==> config.mk <==
export PLATFORM = sky130hd
export DESIGN_NAME = mips_multicycle_ctrl
export DESIGN_NICKNAME = d
export VERILOG_FILES = /design/src/rtl/mips_multicycle_ctrl_pkg.sv /design/src/rtl/mips_multicycle_ctrl_alu_op_decode.sv /design/src/rtl/mips_multicycle_ctrl.sv
export SDC_FILE = /design/constraint.sdc
export NUM_CORES = 1
export LEC_CHECK = 0
export CAP_MARGIN = 20
export CORE_ASPECT_RATIO = 0.75
export CORE_MARGIN = 2
export CORE_UTILIZATION = 42
export CTS_CLUSTER_DIAMETER = 100
export CTS_CLUSTER_SIZE = 16
export DETAILED_ROUTE_END_ITERATION = 8
export GPL_TIMING_DRIVEN = 0
export PLACE_DENSITY_LB_ADDON = 0.08
export SYNTH_ARGS = -nofsm -noshare
export SYNTH_HDL_FRONTEND = slang
export SYNTH_SLANG_ARGS = --single-unit
==> constraint.sdc <==
create_clock -name clk -period 2 [get_ports clk]
set_input_delay 0.2 -clock clk [delete_from_list [all_inputs] [get_ports clk]]
set_output_delay 0.2 -clock clk [all_outputs]
set_load 0.005 [all_outputs]
==> src/rtl/mips_multicycle_ctrl_pkg.sv <==
// rtl/mips_multicycle_ctrl_pkg.sv - shared encodings for the multi-cycle MIPS control FSM
package ctrl_pkg;

    localparam logic [5:0] OP_RTYPE = 6'b000000;
    localparam logic [5:0] OP_J     = 6'b000010;
    localparam logic [5:0] OP_BEQ   = 6'b000100;
    localparam logic [5:0] OP_BNE   = 6'b000101;
    localparam logic [5:0] OP_ADDI  = 6'b001000;
    localparam logic [5:0] OP_ADDIU = 6'b001001;
    localparam logic [5:0] OP_SLTI  = 6'b001010;
    localparam logic [5:0] OP_ANDI  = 6'b001100;
    localparam logic [5:0] OP_ORI   = 6'b001101;
    localparam logic [5:0] OP_XORI  = 6'b001110;
    localparam logic [5:0] OP_LW    = 6'b100011;
    localparam logic [5:0] OP_SW    = 6'b101011;

    localparam logic [5:0] FN_SLL  = 6'b000000;
    localparam logic [5:0] FN_SRL  = 6'b000010;
    localparam logic [5:0] FN_SRA  = 6'b000011;
    localparam logic [5:0] FN_ADD  = 6'b100000;
    localparam logic [5:0] FN_ADDU = 6'b100001;
    localparam logic [5:0] FN_SUB  = 6'b100010;
    localparam logic [5:0] FN_SUBU = 6'b100011;
    localparam logic [5:0] FN_AND  = 6'b100100;
    localparam logic [5:0] FN_OR   = 6'b100101;
    localparam logic [5:0] FN_XOR  = 6'b100110;
    localparam logic [5:0] FN_NOR  = 6'b100111;
    localparam logic [5:0] FN_SLT  = 6'b101010;

    localparam logic [3:0] ALU_AND  = 4'b0000;
    localparam logic [3:0] ALU_OR   = 4'b0001;
    localparam logic [3:0] ALU_ADD  = 4'b0010;
    localparam logic [3:0] ALU_XOR  = 4'b0011;
    localparam logic [3:0] ALU_NOR  = 4'b0100;
    localparam logic [3:0] ALU_SUB  = 4'b0110;
    localparam logic [3:0] ALU_SLT  = 4'b0111;
    localparam logic [3:0] ALU_SLL  = 4'b1000;
    localparam logic [3:0] ALU_SRL  = 4'b1001;
    localparam logic [3:0] ALU_SRA  = 4'b1010;
    localparam logic [3:0] ALU_SADD = 4'b1011;
    localparam logic [3:0] ALU_SSUB = 4'b1100;

    localparam logic [1:0] SRC_A_PC = 2'b00;
    localparam logic [1:0] SRC_A_RS = 2'b01;
    localparam logic [1:0] SRC_A_RT = 2'b10;

    localparam logic [2:0] SRC_B_RT       = 3'b000;
    localparam logic [2:0] SRC_B_FOUR     = 3'b001;
    localparam logic [2:0] SRC_B_SEXT     = 3'b010;
    localparam logic [2:0] SRC_B_SEXT_SH2 = 3'b011;
    localparam logic [2:0] SRC_B_ZEXT     = 3'b100;
    localparam logic [2:0] SRC_B_SHAMT    = 3'b101;

    localparam logic [1:0] PC_SRC_ALU    = 2'b00;
    localparam logic [1:0] PC_SRC_ALUOUT = 2'b01;
    localparam logic [1:0] PC_SRC_JUMP   = 2'b10;
    localparam logic [1:0] PC_SRC_EXC    = 2'b11;

    localparam logic [1:0] EXC_NONE    = 2'b00;
    localparam logic [1:0] EXC_OVF     = 2'b01;
    localparam logic [1:0] EXC_ILLEGAL = 2'b10;

    localparam logic [3:0] S_RESET     = 4'd0;
    localparam logic [3:0] S_FETCH     = 4'd1;
    localparam logic [3:0] S_DECODE    = 4'd2;
    localparam logic [3:0] S_MEM_ADDR  = 4'd3;
    localparam logic [3:0] S_MEM_READ  = 4'd4;
    localparam logic [3:0] S_MEM_WB    = 4'd5;
    localparam logic [3:0] S_MEM_WRITE = 4'd6;
    localparam logic [3:0] S_EXEC_R    = 4'd7;
    localparam logic [3:0] S_EXEC_I    = 4'd8;
    localparam logic [3:0] S_ALU_WB    = 4'd9;
    localparam logic [3:0] S_BRANCH    = 4'd10;
    localparam logic [3:0] S_JUMP      = 4'd11;
    localparam logic [3:0] S_EXCEPT    = 4'd12;

    // Only the trapping add/sub forms raise an overflow exception.
    function automatic logic is_signed_op(input logic [3:0] op);
        return (op == ALU_SADD) || (op == ALU_SSUB);
    endfunction

endpackage

==> src/rtl/mips_multicycle_ctrl_alu_op_decode.sv <==
// rtl/mips_multicycle_ctrl_alu_op_decode.sv - IR opcode/funct to ALU operator and operand selects
module alu_op_decode
    import ctrl_pkg::*;
(
    input  logic [5:0] opcode_i,
    input  logic [5:0] funct_i,
    output logic [3:0] alu_op_o,
    output logic [1:0] src_a_o,
    output logic [2:0] src_b_o,
    output logic       is_signed_o,
    output logic       legal_o
);

    logic [3:0] alu_op;
    logic [1:0] src_a;
    logic [2:0] src_b;
    logic       legal;

    always_comb begin
        alu_op = ALU_AND;
        src_a  = SRC_A_PC;
        src_b  = SRC_B_RT;
        legal  = 1'b0;
        case (opcode_i)
            OP_RTYPE: begin
                src_a = SRC_A_RS;
                src_b = SRC_B_RT;
                legal = 1'b1;
                case (funct_i)
                    FN_ADD:  alu_op = ALU_SADD;
                    FN_ADDU: alu_op = ALU_ADD;
                    FN_SUB:  alu_op = ALU_SSUB;
                    FN_SUBU: alu_op = ALU_SUB;
                    FN_AND:  alu_op = ALU_AND;
                    FN_OR:   alu_op = ALU_OR;
                    FN_XOR:  alu_op = ALU_XOR;
                    FN_NOR:  alu_op = ALU_NOR;
                    FN_SLT:  alu_op = ALU_SLT;
                    FN_SLL, FN_SRL, FN_SRA: begin
                        alu_op = (funct_i == FN_SLL) ? ALU_SLL :
                                 (funct_i == FN_SRL) ? ALU_SRL : ALU_SRA;
                        src_a  = SRC_A_RT;
                        src_b  = SRC_B_SHAMT;
                    end
                    default: begin
                        alu_op = ALU_AND;
                        src_a  = SRC_A_PC;
                        legal  = 1'b0;
                    end
                endcase
            end
            OP_ADDI:  begin alu_op = ALU_SADD; src_a = SRC_A_RS; src_b = SRC_B_SEXT; legal = 1'b1; end
            OP_ADDIU: begin alu_op = ALU_ADD;  src_a = SRC_A_RS; src_b = SRC_B_SEXT; legal = 1'b1; end
            OP_ANDI:  begin alu_op = ALU_AND;  src_a = SRC_A_RS; src_b = SRC_B_ZEXT; legal = 1'b1; end
            OP_ORI:   begin alu_op = ALU_OR;   src_a = SRC_A_RS; src_b = SRC_B_ZEXT; legal = 1'b1; end
            OP_XORI:  begin alu_op = ALU_XOR;  src_a = SRC_A_RS; src_b = SRC_B_ZEXT; legal = 1'b1; end
            OP_SLTI:  begin alu_op = ALU_SLT;  src_a = SRC_A_RS; src_b = SRC_B_SEXT; legal = 1'b1; end
            OP_LW, OP_SW: begin
                alu_op = ALU_ADD;
                src_a  = SRC_A_RS;
                src_b  = SRC_B_SEXT;
                legal  = 1'b1;
            end
            OP_BEQ, OP_BNE: begin
                alu_op = ALU_SUB;
                src_a  = SRC_A_RS;
                src_b  = SRC_B_RT;
                legal  = 1'b1;
            end
            OP_J:    legal = 1'b1;
            default: legal = 1'b0;
        endcase
    end

    assign alu_op_o    = alu_op;
    assign src_a_o     = src_a;
    assign src_b_o     = src_b;
    assign legal_o     = legal;
    assign is_signed_o = is_signed_op(alu_op);

endmodule

==> src/rtl/mips_multicycle_ctrl.sv <==
// rtl/mips_multicycle_ctrl.sv - multi-cycle MIPS control FSM driving ALU, PC, IR, regfile and memory
module mips_multicycle_ctrl
    import ctrl_pkg::*;
#(
    parameter int ALU_OP_W = 4
) (
    input  logic                clk,
    input  logic                rst,
    input  logic [5:0]          opcode,
    input  logic [5:0]          funct,
    input  logic                alu_zero,
    input  logic                alu_overflow,
    input  logic                mem_ready,
    output logic [ALU_OP_W-1:0] alu_operator,
    output logic [1:0]          alu_src_a,
    output logic [2:0]          alu_src_b,
    output logic                mem_read,
    output logic                mem_write,
    output logic                iord,
    output logic                ir_write,
    output logic                pc_write,
    output logic [1:0]          pc_src,
    output logic                reg_write,
    output logic                reg_dst,
    output logic                mem_to_reg,
    output logic                exception,
    output logic [1:0]          exc_cause
);

    logic [3:0] state_q, state_d;
    logic       ovf_q, ovf_d;
    logic [1:0] exc_cause_q, exc_cause_d;

    logic [3:0] dec_alu_op;
    logic [1:0] dec_src_a;
    logic [2:0] dec_src_b;
    logic       dec_is_signed;
    logic       dec_legal;

    alu_op_decode u_alu_op_decode (
        .opcode_i    (opcode),
        .funct_i     (funct),
        .alu_op_o    (dec_alu_op),
        .src_a_o     (dec_src_a),
        .src_b_o     (dec_src_b),
        .is_signed_o (dec_is_signed),
        .legal_o     (dec_legal)
    );

    always_ff @(posedge clk or posedge rst) begin
        if (rst) begin
            state_q     <= S_RESET;
            ovf_q       <= 1'b0;
            exc_cause_q <= EXC_NONE;
        end else begin
            state_q     <= state_d;
            ovf_q       <= ovf_d;
            exc_cause_q <= exc_cause_d;
        end
    end

    // The cause is latched on entry so it is already visible during EXCEPT.
    always_comb begin
        state_d     = state_q;
        ovf_d       = ovf_q;
        exc_cause_d = exc_cause_q;
        case (state_q)
            S_RESET: state_d = S_FETCH;
            S_FETCH: if (mem_ready) state_d = S_DECODE;
            S_DECODE: begin
                case (opcode)
                    OP_LW, OP_SW: state_d = S_MEM_ADDR;
                    OP_RTYPE:     state_d = S_EXEC_R;
                    OP_ADDI, OP_ADDIU, OP_ANDI,
                    OP_ORI, OP_XORI, OP_SLTI: state_d = S_EXEC_I;
                    OP_BEQ, OP_BNE: state_d = S_BRANCH;
                    OP_J:           state_d = S_JUMP;
                    default: begin
                        state_d     = S_EXCEPT;
                        exc_cause_d = EXC_ILLEGAL;
                    end
                endcase
            end
            S_MEM_ADDR:  state_d = (opcode == OP_SW) ? S_MEM_WRITE : S_MEM_READ;
            S_MEM_READ:  if (mem_ready) state_d = S_MEM_WB;
            S_MEM_WB:    state_d = S_FETCH;
            S_MEM_WRITE: if (mem_ready) state_d = S_FETCH;
            S_EXEC_R: begin
                if (!dec_legal) begin
                    state_d     = S_EXCEPT;
                    exc_cause_d = EXC_ILLEGAL;
                end else begin
                    ovf_d   = alu_overflow;
                    state_d = S_ALU_WB;
                end
            end
            S_EXEC_I: begin
                ovf_d   = alu_overflow;
                state_d = S_ALU_WB;
            end
            S_ALU_WB: begin
                if (ovf_q && dec_is_signed) begin
                    state_d     = S_EXCEPT;
                    exc_cause_d = EXC_OVF;
                end else begin
                    state_d = S_FETCH;
                end
            end
            S_BRANCH, S_JUMP, S_EXCEPT: state_d = S_FETCH;
            default: state_d = S_RESET;
        endcase
    end

    logic [3:0] alu_op;

    always_comb begin
        alu_op     = ALU_AND;
        alu_src_a  = SRC_A_PC;
        alu_src_b  = SRC_B_RT;
        mem_read   = 1'b0;
        mem_write  = 1'b0;
        iord       = 1'b0;
        ir_write   = 1'b0;
        pc_write   = 1'b0;
        pc_src     = PC_SRC_ALU;
        reg_write  = 1'b0;
        reg_dst    = 1'b0;
        mem_to_reg = 1'b0;
        exception  = 1'b0;
        case (state_q)
            S_FETCH: begin
                alu_op    = ALU_ADD;
                alu_src_b = SRC_B_FOUR;
                mem_read  = 1'b1;
                ir_write  = mem_ready;
                pc_write  = mem_ready;
            end
            S_DECODE: begin
                alu_op    = ALU_ADD;
                alu_src_b = SRC_B_SEXT_SH2;
            end
            S_MEM_ADDR: begin
                alu_op    = ALU_ADD;
                alu_src_a = SRC_A_RS;
                alu_src_b = SRC_B_SEXT;
            end
            S_MEM_READ: begin
                mem_read = 1'b1;
                iord     = 1'b1;
            end
            S_MEM_WB: begin
                reg_write  = 1'b1;
                mem_to_reg = 1'b1;
            end
            S_MEM_WRITE: begin
                mem_write = 1'b1;
                iord      = 1'b1;
            end
            S_EXEC_R, S_EXEC_I: begin
                alu_op    = dec_alu_op;
                alu_src_a = dec_src_a;
                alu_src_b = dec_src_b;
            end
            S_ALU_WB: begin
                reg_write = !(ovf_q && dec_is_signed);
                reg_dst   = (opcode == OP_RTYPE);
            end
            S_BRANCH: begin
                alu_op    = ALU_SUB;
                alu_src_a = SRC_A_RS;
                alu_src_b = SRC_B_RT;
                pc_src    = PC_SRC_ALUOUT;
                pc_write  = alu_zero ^ (opcode == OP_BNE);
            end
            S_JUMP: begin
                pc_src   = PC_SRC_JUMP;
                pc_write = 1'b1;
            end
            S_EXCEPT: begin
                exception = 1'b1;
                pc_src    = PC_SRC_EXC;
                pc_write  = 1'b1;
            end
            default: ;
        endcase
    end

    assign alu_operator = ALU_OP_W'(alu_op);
    assign exc_cause    = exc_cause_q;

endmodule

# Yosys cells after proc, flatten, opt, wreduce, memory -nomap -nowiden
# Index checks and enable logic that the tools add are counted.
# Widths: inputs -> output; s select.
dict set report totals {
  register_bits 7
  in_bits 17
}
dict set report classes {
  eq_ne 43
  n_reduce_logical 30
  muxes 37
  bitwise 1
}
# cell count
set ops {}
lappend ops {{$pmux 4 s9} 2}
lappend ops {{$eq 6x6->1 const B} 11}
lappend ops {{$eq 6x4->1 const B} 6}
lappend ops {{$eq 4x4->1 const B} 7}
lappend ops {{$pmux 4 s7} 1}
lappend ops {{$reduce_or 12->1} 2}
lappend ops {{$mux 4} 5}
lappend ops {{$pmux 4 s5} 1}
lappend ops {{$eq 6x2->1 const B} 3}
lappend ops {{$eq 4x3->1 const B} 4}
lappend ops {{$ne 2x2->1 const B} 7}
lappend ops {{$reduce_or 2->1} 7}
lappend ops {{$eq 6x3->1 const B} 2}
lappend ops {{$logic_not 6->1} 2}
lappend ops {{$pmux 2 s2} 3}
lappend ops {{$pmux 2 s3} 2}
lappend ops {{$pmux 3 s4} 1}
lappend ops {{$pmux 4 s3} 1}
lappend ops {{$reduce_or 3->1} 4}
lappend ops {{$reduce_or 11->1} 1}
lappend ops {{$mux 2} 5}
lappend ops {{$reduce_or 10->1} 1}
lappend ops {{$reduce_or 5->1} 2}
lappend ops {{$mux 1} 9}
lappend ops {{18 further kinds} 22}

# Logic depth before layout (Yosys ltp)
# Gate-level depths: netlist of the first run.
dict set report logic_depth {
  ltp_word 10
  ltp_mapped 7
}

# Modules after synthesis
# Synthesis of the first run repeated with hierarchy kept, for this count alone.
dict set report unflattened {
  hier_cells 200
  hier_area_um2 1420.1
}
# mod seq_area_each_um2 cells_per_inst area_per_inst_um2 instances
set modules_own_cells {}
lappend modules_own_cells {mips_multicycle_ctrl 175.2 129 937.1 1}
lappend modules_own_cells {alu_op_decode 0.0 71 483.0 1}

# Least setup slack after synthesis of the first run
# No wires, ideal clock.
dict set report synth_timing {
  path_type {in2reg}
  start {in funct[2]}
  end {reg ovf_q}
  stages 6
  setup_ns 0.125
  slack_ns 0.393
  arrival_ns 1.482
  path_cell_list {or4_4 a21oi_2 o211ai_2 a21oi_2 a21oi_2 mux2_4}
}
dict set report synth_via {
  elab_chain_cells 6
}
# element line_no
set synth_lines {}
lappend synth_lines {{start, declared} mips_multicycle_ctrl.sv:10} ;# input logic [5:0] funct,
lappend synth_lines {{$eq 6x6->1 (tied with other cells)} mips_multicycle_ctrl_alu_op_decode.sv:29} ;# case (funct_i)
lappend synth_lines {{$reduce_or 12->1 (no source line) (*)} -}
lappend synth_lines {{$mux 1 (*)} mips_multicycle_ctrl_alu_op_decode.sv:29}
lappend synth_lines {{$pmux 1 s2 (*)} mips_multicycle_ctrl_alu_op_decode.sv:24} ;# case (opcode_i)
lappend synth_lines {{$ne 2x2->1 (no source line) (*)} -}
lappend synth_lines {{$reduce_and 2->1 (no source line) (*)} -}
lappend synth_lines {{end signal, assigned} mips_multicycle_ctrl.sv:57} ;# ovf_q <= ovf_d;
lappend synth_lines {{end, declared} mips_multicycle_ctrl.sv:31} ;# logic ovf_q, ovf_d;
# Every way passes the cells marked *; elsewhere a longest branch is shown, timed or not.
# A chain may end at the register's enable or synchronous reset.

# Final worst setup path of the first run
dict set report layout_timing {
  start {reg state_q[0]}
  end {out alu_operator[2]}
}
dict set report layout_via {
  elab_chain_cells 3
}
# element line_no
set layout_lines {}
lappend layout_lines {{start, declared} mips_multicycle_ctrl.sv:30} ;# logic [3:0] state_q, state_d;
lappend layout_lines {{start signal, assigned} mips_multicycle_ctrl.sv:56} ;# state_q <= state_d;
lappend layout_lines {{$eq 4x2->1 (tied with other cells)} mips_multicycle_ctrl.sv:130} ;# case (state_q)
lappend layout_lines {{$reduce_or 3->1 (no source line) / $reduce_or 2->1 (equally long branches)} -}
lappend layout_lines {{$pmux 4 s3 (*)} mips_multicycle_ctrl.sv:130}
lappend layout_lines {{end, declared} mips_multicycle_ctrl.sv:14} ;# output logic [ALU_OP_W-1:0] alu_operator,
# Marked as above.

==> run_results.csv, run 1 <==
group,metric,value,unit
placement,dp_hpwl,3410,um
pwr,internal-power,1.09,mW
synthesis,ys_seq_elements,7,
sta,worst_slew_pin_slew,0.477,ns
global_route,antenna_found_initial,0,
route,drc,0,
placement,io_buffers,37,
global_route,grt_max_degree,11,
route,firstDrtPassIters,6,
critical_path,reg2reg_depth,6,
floorplan,core,3360,um^2
clock_tree,clk_pin_slew_worst_paths,0.04,ns
synthesis,yosysSeqAreaShare,0.117,
critical_path,critPathMaxStageDelay,0.43,ns
final_layout,final_core_util,0.736,
sta,maxSlewViolCount,0,
synthesis,syn_area,1500,um^2
final_layout,fin_nets,299,
clock_tree,clk_path_buf_depth,2,
global_route,gr-usage-all-layers,0.268,
synthesis,synth_nets,217,
run_status,failed_checks,"setup timing",
pwr,power_switching,0.898,mW
sta,finalHoldViolations,0,
synthesis,synth_edf_count,0,
clock_tree,cts-hold-fix-buffers,0,
sta,finalCritPeriodShare,1.00,
route,drt-vias-per-instance,6.22,
critical_path,cp_cell_sequence,"clkbuf_8 -> buf_4 -> nor2_1 -> nand2_1 -> o22ai_1 -> dlygate4sd2_1",
route,ant_nets,0,
route,vias,1996,
synthesis,synth_top_area_share,0.117,
clock_tree,numCtsBuffers,3,
run_status,status,"finished with violations",
clock_tree,cts-root-buf,"clkbuf_8",
floorplan,ioPinCount,39,
pwr,leakage,1.08,nW
clock_tree,htree_levels,1,
synthesis,netlist_instances,200,
synthesis,synth.area.top_cells,"dfrtp_1 (12%), nor2_1 (5.5%), nand2_1 (3.5%), xnor2_1 (3.5%), a21oi_1 (3.3%)",
sta,maxSlewHeadroom,0.673,
sta,setup_viol,1,
global_route,grt_pass1_wl,8860,um
final_layout,fin_area,2470,um^2
pwr,power.total,1.99,mW
pwr,sw_frac_of_total,0.451,
placement,place_area,1920,um^2
floorplan,start_util,0.446,
pwr,pwr-share-comb,0.788,
critical_path,crit_cells,6,
sta,clock_skew,0.00439,ns
floorplan,placementRows,18,
placement,place_ws,-0.866,ns
critical_path,crit_path_max_fanout,6,
global_route,grt_overflow,0,
critical_path,required,1.80,ns
route,drt-total-wl,5750,um
clock_tree,cts.sinks,7,
route,drt_iter0_markers,219,
pwr,pwr-share-clk,0.098,
clock_tree,clk_latency,0.23,ns
floorplan,dieArea,4060,um^2
sta,holdWs,0.198,ns
pwr,powerDensity,805,nW/um^2
critical_path,cp_slowest_cell,"dfrtp_2",
hold_path,worstHoldPathType,"primary input to asynchronous set/reset pin",
final_layout,syn2layout_area_growth,65.1,%
critical_path,crit_path_start_kind,"flop",
synthesis,async_flop_share,1.00,
global_route,grt_pass1_vias,1806,
critical_path,critPathArrivalTime,1.80,ns
synthesis,ys.flop_type,"dfrtp_1",
critical_path,end_kind,"output port",
placement,gp_congestion,0.907,
synthesis,synth_cell_types,69,
synthesis,yosysWarnings,0,
pwr,ir_worst_vdd,0.950,mV
sta,max_freq,0.500,GHz
critical_path,cp.buffers_inverters,3,
clock_tree,cts_tree,"yes",
sta,fin_ws,-0.00200,ns
run,maxCapViolCount,0,
pwr,seqPwrFrac,0.114,
synthesis,syn_avg_cell_area,7.48,um^2
sta,finalWorstPathRequiredPeriod,2.00,ns
floorplan,die_x,72.9,um
final_layout,drive_gt1_frac,0.438,
floorplan,die_y,55.7,um
critical_path,critPathTopFamily,"buffers and inverters",
route,routedWlPerCell,17.9,um
synthesis,yosysTopAreaCell,"dfrtp_1",
critical_path,critical_path_class,"flop to output port",
final_layout,diodes,0,
[power by group through the flow]
| stage | combinational, mW | clock, mW | sequential, mW |
|---|---|---|---|
| floorplan | 0.732 | 0 | 0.213 |
| global placement | 1.16 | 0 | 0.223 |
| detailed placement | 1.16 | 0 | 0.224 |
| CTS | 1.38 | 0.200 | 0.222 |
| global route | 1.65 | 0.205 | 0.229 |
| finish | 1.57 | 0.196 | 0.226 |
[area by class of cell]
cell class | count | area [um^2]
well taps | 40 | 50.0
multi-input cells | 168 | 1380
fillers | 235 | 885
clock buffers | 4 | 45.0
inverters | 8 | 30.0
plain buffers | 17 | 183
flip-flops and latches | 7 | 176
repair buffers | 77 | 608
[routing by layer]
layer | track usage | vias up | routed length (um)
met5 | 0 | - | 0
met4 | 0.0741 | 0 | 161
met3 | 0.0326 | 22 | 475
met2 | 0.392 | 119 | 2580
met1 | 0.406 | 937 | 2540
li1 | - | 918 | -
[synthesized netlist by cell type (2+ instances only)]
cell type,number
a21oi_1,10
a21oi_2,3
a22oi_1,3
a2bb2oi_1,2
a31oi_1,4
a32oi_1,2
and2_1,3
and3_1,4
and3b_1,2
buf_2,3
buf_4,5
buf_6,4
clkbuf_1,5
dfrtp_1,7
inv_1,7
nand2_1,14
nand2b_1,7
nand3_1,5
nor2_1,22
nor2b_1,8
nor3_1,5
nor3b_1,3
nor4_1,2
o21ai_0,9
o21ai_1,4
o22ai_1,4
o311a_1,2
o31ai_1,5
xnor2_1,6
[repair_timing]
item                                    CTS  global route
setup buffers                            25            12
endpoints found under the setup margin   26            17
cloned                                    3             0
pin swaps                                16            11
gates resized for setup                  96            32
[flip-flops by register name (all words and copies together), names as in the netlist]
signal,count
exc_cause,2
ovf_q,1
state_q,4
[metrics by stage]
step	cells	setup TNS, ns
global placement	277	-8.16
finish	321	-0.00200
floorplan	200	0
detailed placement	277	-8.31
global route	321	-0.0380
CTS	309	-0.0449
[kinds of logic (layout without fill, tap and decap cells)]
| kind of cell | after synthesis | after routing | share of synthesized area |
|---|---|---|---|
| xor gates and xnor gates | 7 | 7 | 0.0410 |
| muxes | 3 | 3 | 0.0242 |
| AOI/OAI and AO/OA | 68 | 68 | 0.355 |
| and+or+nand+nor | 90 | 90 | 0.365 |
| buffers and inverters | 25 | 106 | 0.0978 |
| DFF | 7 | 7 | 0.117 |
[placed cells by master (no fill, tap or decap), types with 4 or more instances in the layout]
cell type | synthesis | routed
a21oi_2 | 3 | 4
clkbuf_8 | 0 | 5
xnor2_1 | 6 | 6
nor2b_1 | 8 | 5
dlygate4sd2_1 | 0 | 10
buf_4 | 5 | 36
o31ai_1 | 5 | 4
buf_6 | 4 | 16
and3_1 | 4 | 4
inv_1 | 7 | 7
nor2_1 | 22 | 20
o21ai_1 | 4 | 4
clkbuf_2 | 0 | 8
nand2b_1 | 7 | 7
o22ai_1 | 4 | 4
clkdlybuf4s50_1 | 0 | 15
nand2_1 | 14 | 13
buf_2 | 3 | 7
o21ai_0 | 9 | 7
dfrtp_1 | 7 | 6
a21oi_1 | 10 | 8
[worst paths after layout]
path	endpoint	start	slack, ns
max	alu_operator[2]	state_q[0]	-0.002
min	state_q[3]	rst	0.20
max reg2reg	exc_cause[0]	state_q[3]	0.34
min reg2reg	exc_cause[0]	exc_cause[0]	0.49
max in group asynchronous	state_q[0]	rst	1.57
min in group clk	exc_cause[0]	exc_cause[0]	0.49
[worst reg2reg max path, cell delays in order (launching register included)]
cell       delay [ns]
dfrtp_1          0.39
buf_4            0.15
nand2b_1         0.18
a2111oi_0        0.49
a31oi_1          0.16
nand2_1          0.11
o21ai_1          0.06
(Power assumes the default switching activity.)
==> inputs of run 2 (changes only) <==
--- a/config.mk
+++ b/config.mk
@@ -6,9 +6,11 @@
 export NUM_CORES = 1
 export LEC_CHECK = 0
 export CAP_MARGIN = 20
+export CELL_PAD_IN_SITES_DETAIL_PLACEMENT = 1
+export CELL_PAD_IN_SITES_GLOBAL_PLACEMENT = 1
 export CORE_ASPECT_RATIO = 0.75
 export CORE_MARGIN = 2
-export CORE_UTILIZATION = 42
+export CORE_UTILIZATION = 35
 export CTS_CLUSTER_DIAMETER = 100
 export CTS_CLUSTER_SIZE = 16
 export DETAILED_ROUTE_END_ITERATION = 8
==> run_results.csv, run 2 (same netlist as run 1, synthesis figures left out) <==
group,metric,value,unit
run_status,status,"finished with violations",
run_status,failed_checks,"setup timing",
critical_path,critPathArrivalTime,1.85,ns
route,ant_nets,0,
final_layout,layout_common_cells,"buf_4 (47), nor2_1 (19), buf_6 (16), nand2_1 (12), clkdlybuf4s50_1 (12)",
global_route,grt_pass1_wl,11800,um
sta,maxSlewViolCount,0,
floorplan,die_y,60.6,um
critical_path,required,1.80,ns
floorplan,dieArea,4820,um^2
global_route,grt_max_degree,11,
placement,io_buffers,37,
sta,maxSlewHeadroom,0.513,
floorplan,start_util,0.367,
sta,finalCritPeriodShare,1.02,
final_layout,diodes,0,
critical_path,crit_path_max_fanout,4,
clock_tree,cts_tree,"yes",
clock_tree,cts-root-buf,"clkbuf_8",
global_route,grt_pass1_vias,2179,
final_layout,fillers,478,
sta,holdWs,0.212,ns
floorplan,core,4080,um^2
clock_tree,cts-hold-fix-buffers,0,
route,drc,0,
final_layout,fin_nets,309,
pwr,power.total,2.33,mW
sta,finalHoldViolations,0,
critical_path,critical_path_class,"primary input to output port",
hold_path,worstHoldPathType,"primary input to asynchronous set/reset pin",
global_route,gr-usage-all-layers,0.322,
route,drt-total-wl,9130,um
sta,fin_ws,-0.0476,ns
floorplan,ioPinCount,39,
final_layout,final_common_cell,"buf_4",
final_layout,drive_gt1_frac,0.502,
floorplan,die_x,79.5,um
final_layout,syn2layout_area_growth,80.9,%
clock_tree,clk_pin_slew_worst_paths,0.04,ns
critical_path,crit_path_start_kind,"primary input",
pwr,powerDensity,859,nW/um^2
clock_tree,numCtsBuffers,3,
sta,clock_skew,0.00190,ns
sta,max_freq,0.488,GHz
route,drt-vias-per-instance,6.49,
route,routedWlPerCell,26.4,um
global_route,antenna_found_initial,0,
run,maxCapViolCount,0,
global_route,grt_overflow,0,
placement,gp_congestion,0.945,
placement,dp_hpwl,4130,um
sta,finalWorstPathRequiredPeriod,2.05,ns
route,firstDrtPassIters,5,
clock_tree,clk_latency,0.23,ns
sta,worst_slew_pin_slew,0.712,ns
clock_tree,clk_path_buf_depth,2,
sta,rsz0062_at_grt,"true",
pwr,ir_worst_vdd,0.806,mV
floorplan,placementRows,20,
sta,setup_viol,3,
clock_tree,htree_levels,1,
clock_tree,cts.sinks,7,
route,vias,2246,
pwr,leakage,1.16,nW
final_layout,final_core_util,0.664,
final_layout,regMostFlops,"state_q",
final_layout,largest_reg_flops,4,
critical_path,end_kind,"output port",
route,drt_iter0_markers,162,
run 2: cell types whose count changed in the layout (fill, tap and decap cells not counted), moves of 3 or more:
cell             before  now
clkbuf_2              8    2
clkdlybuf4s50_1      15   12
buf_4                36   47
buf_2                 7   10
buf_8                 0    3
dlygate4sd2_1        10    6
run 2: path summary, 6_finish.rpt:
| kind | startpoint | end | slack, ns | cells after the start |
|---|---|---|---|---|
| min | rst | ovf_q | 0.21 | 2 |
| min in group clk | exc_cause[0] | exc_cause[0] | 0.53 | 2 |
| max reg2reg | state_q[1] | exc_cause[0] | 0.05 | 8 |
| max in group asynchronous | rst | state_q[0] | 1.56 | 2 |
| min reg2reg | exc_cause[0] | exc_cause[0] | 0.53 | 2 |
| max | opcode[2] | alu_operator[1] | -0.05 | 10 |
run 2: cell type report:
| type | count | area, um^2 | area share |
|---|---|---|---|
| multi-input cells | 168 | 1470 | 0.543 |
| repair buffers | 88 | 731 | 0.270 |
| plain buffers | 16 | 181 | 0.0670 |
| flip-flops and latches | 7 | 176 | 0.0652 |
| well taps | 55 | 68.8 | 0.0254 |
| clock buffers | 4 | 45.0 | 0.0166 |
| inverters | 8 | 33.8 | 0.0125 |
run 2: per-layer routing:
| layer | global-route usage | up-vias | share of wire |
|---|---|---|---|
| met5 | 0 | - | 0 |
| met4 | 0.0985 | 0 | 0.052 |
| met3 | 0.0461 | 50 | 0.083 |
| met2 | 0.559 | 151 | 0.47 |
| met1 | 0.422 | 1113 | 0.40 |
| li1 | - | 932 | - |
run 2: power by group:
part           total, mW  internal, mW  leakage, nW  switching, mW
Combinational       1.88         0.854         1.05           1.02
Sequential         0.251         0.186       0.0858         0.0654
Clock              0.200         0.138       0.0228         0.0621
run 2: critical path, stage by stage:
cell and delay [ns]:
buf_8 0.11, buf_6 0.12, nor3_4 0.23, buf_6 0.16, nand2_8 0.07, o32ai_4 0.32, buf_6 0.16, a21oi_2 0.09
o22ai_2 0.21, buf_2 0.16
run 2: metrics by stage:
| step | setup TNS, ns | instance area (um^2) | worst slack [ns] | cells |
|---|---|---|---|---|
| after floorplan | 0 | 1500 | 0.393 | 200 |
| after global placement | -8.24 | 1940 | -0.869 | 292 |
| after detailed placement | -8.91 | 1940 | -0.892 | 292 |
| after CTS | -0.129 | 2460 | -0.109 | 328 |
| after global routing | -0.494 | 2710 | -0.101 | 346 |
| final | -0.0953 | 2710 | -0.0476 | 346 |
run 2: repair_timing:
item | CTS | global route
endpoints found under the setup margin | 26 | 16
setup buffers | 29 | 20
cloned | 3 | 0
endpoints found under the hold margin | 0 | 0
pin swaps | 19 | 17
gates resized for setup | 120 | 61
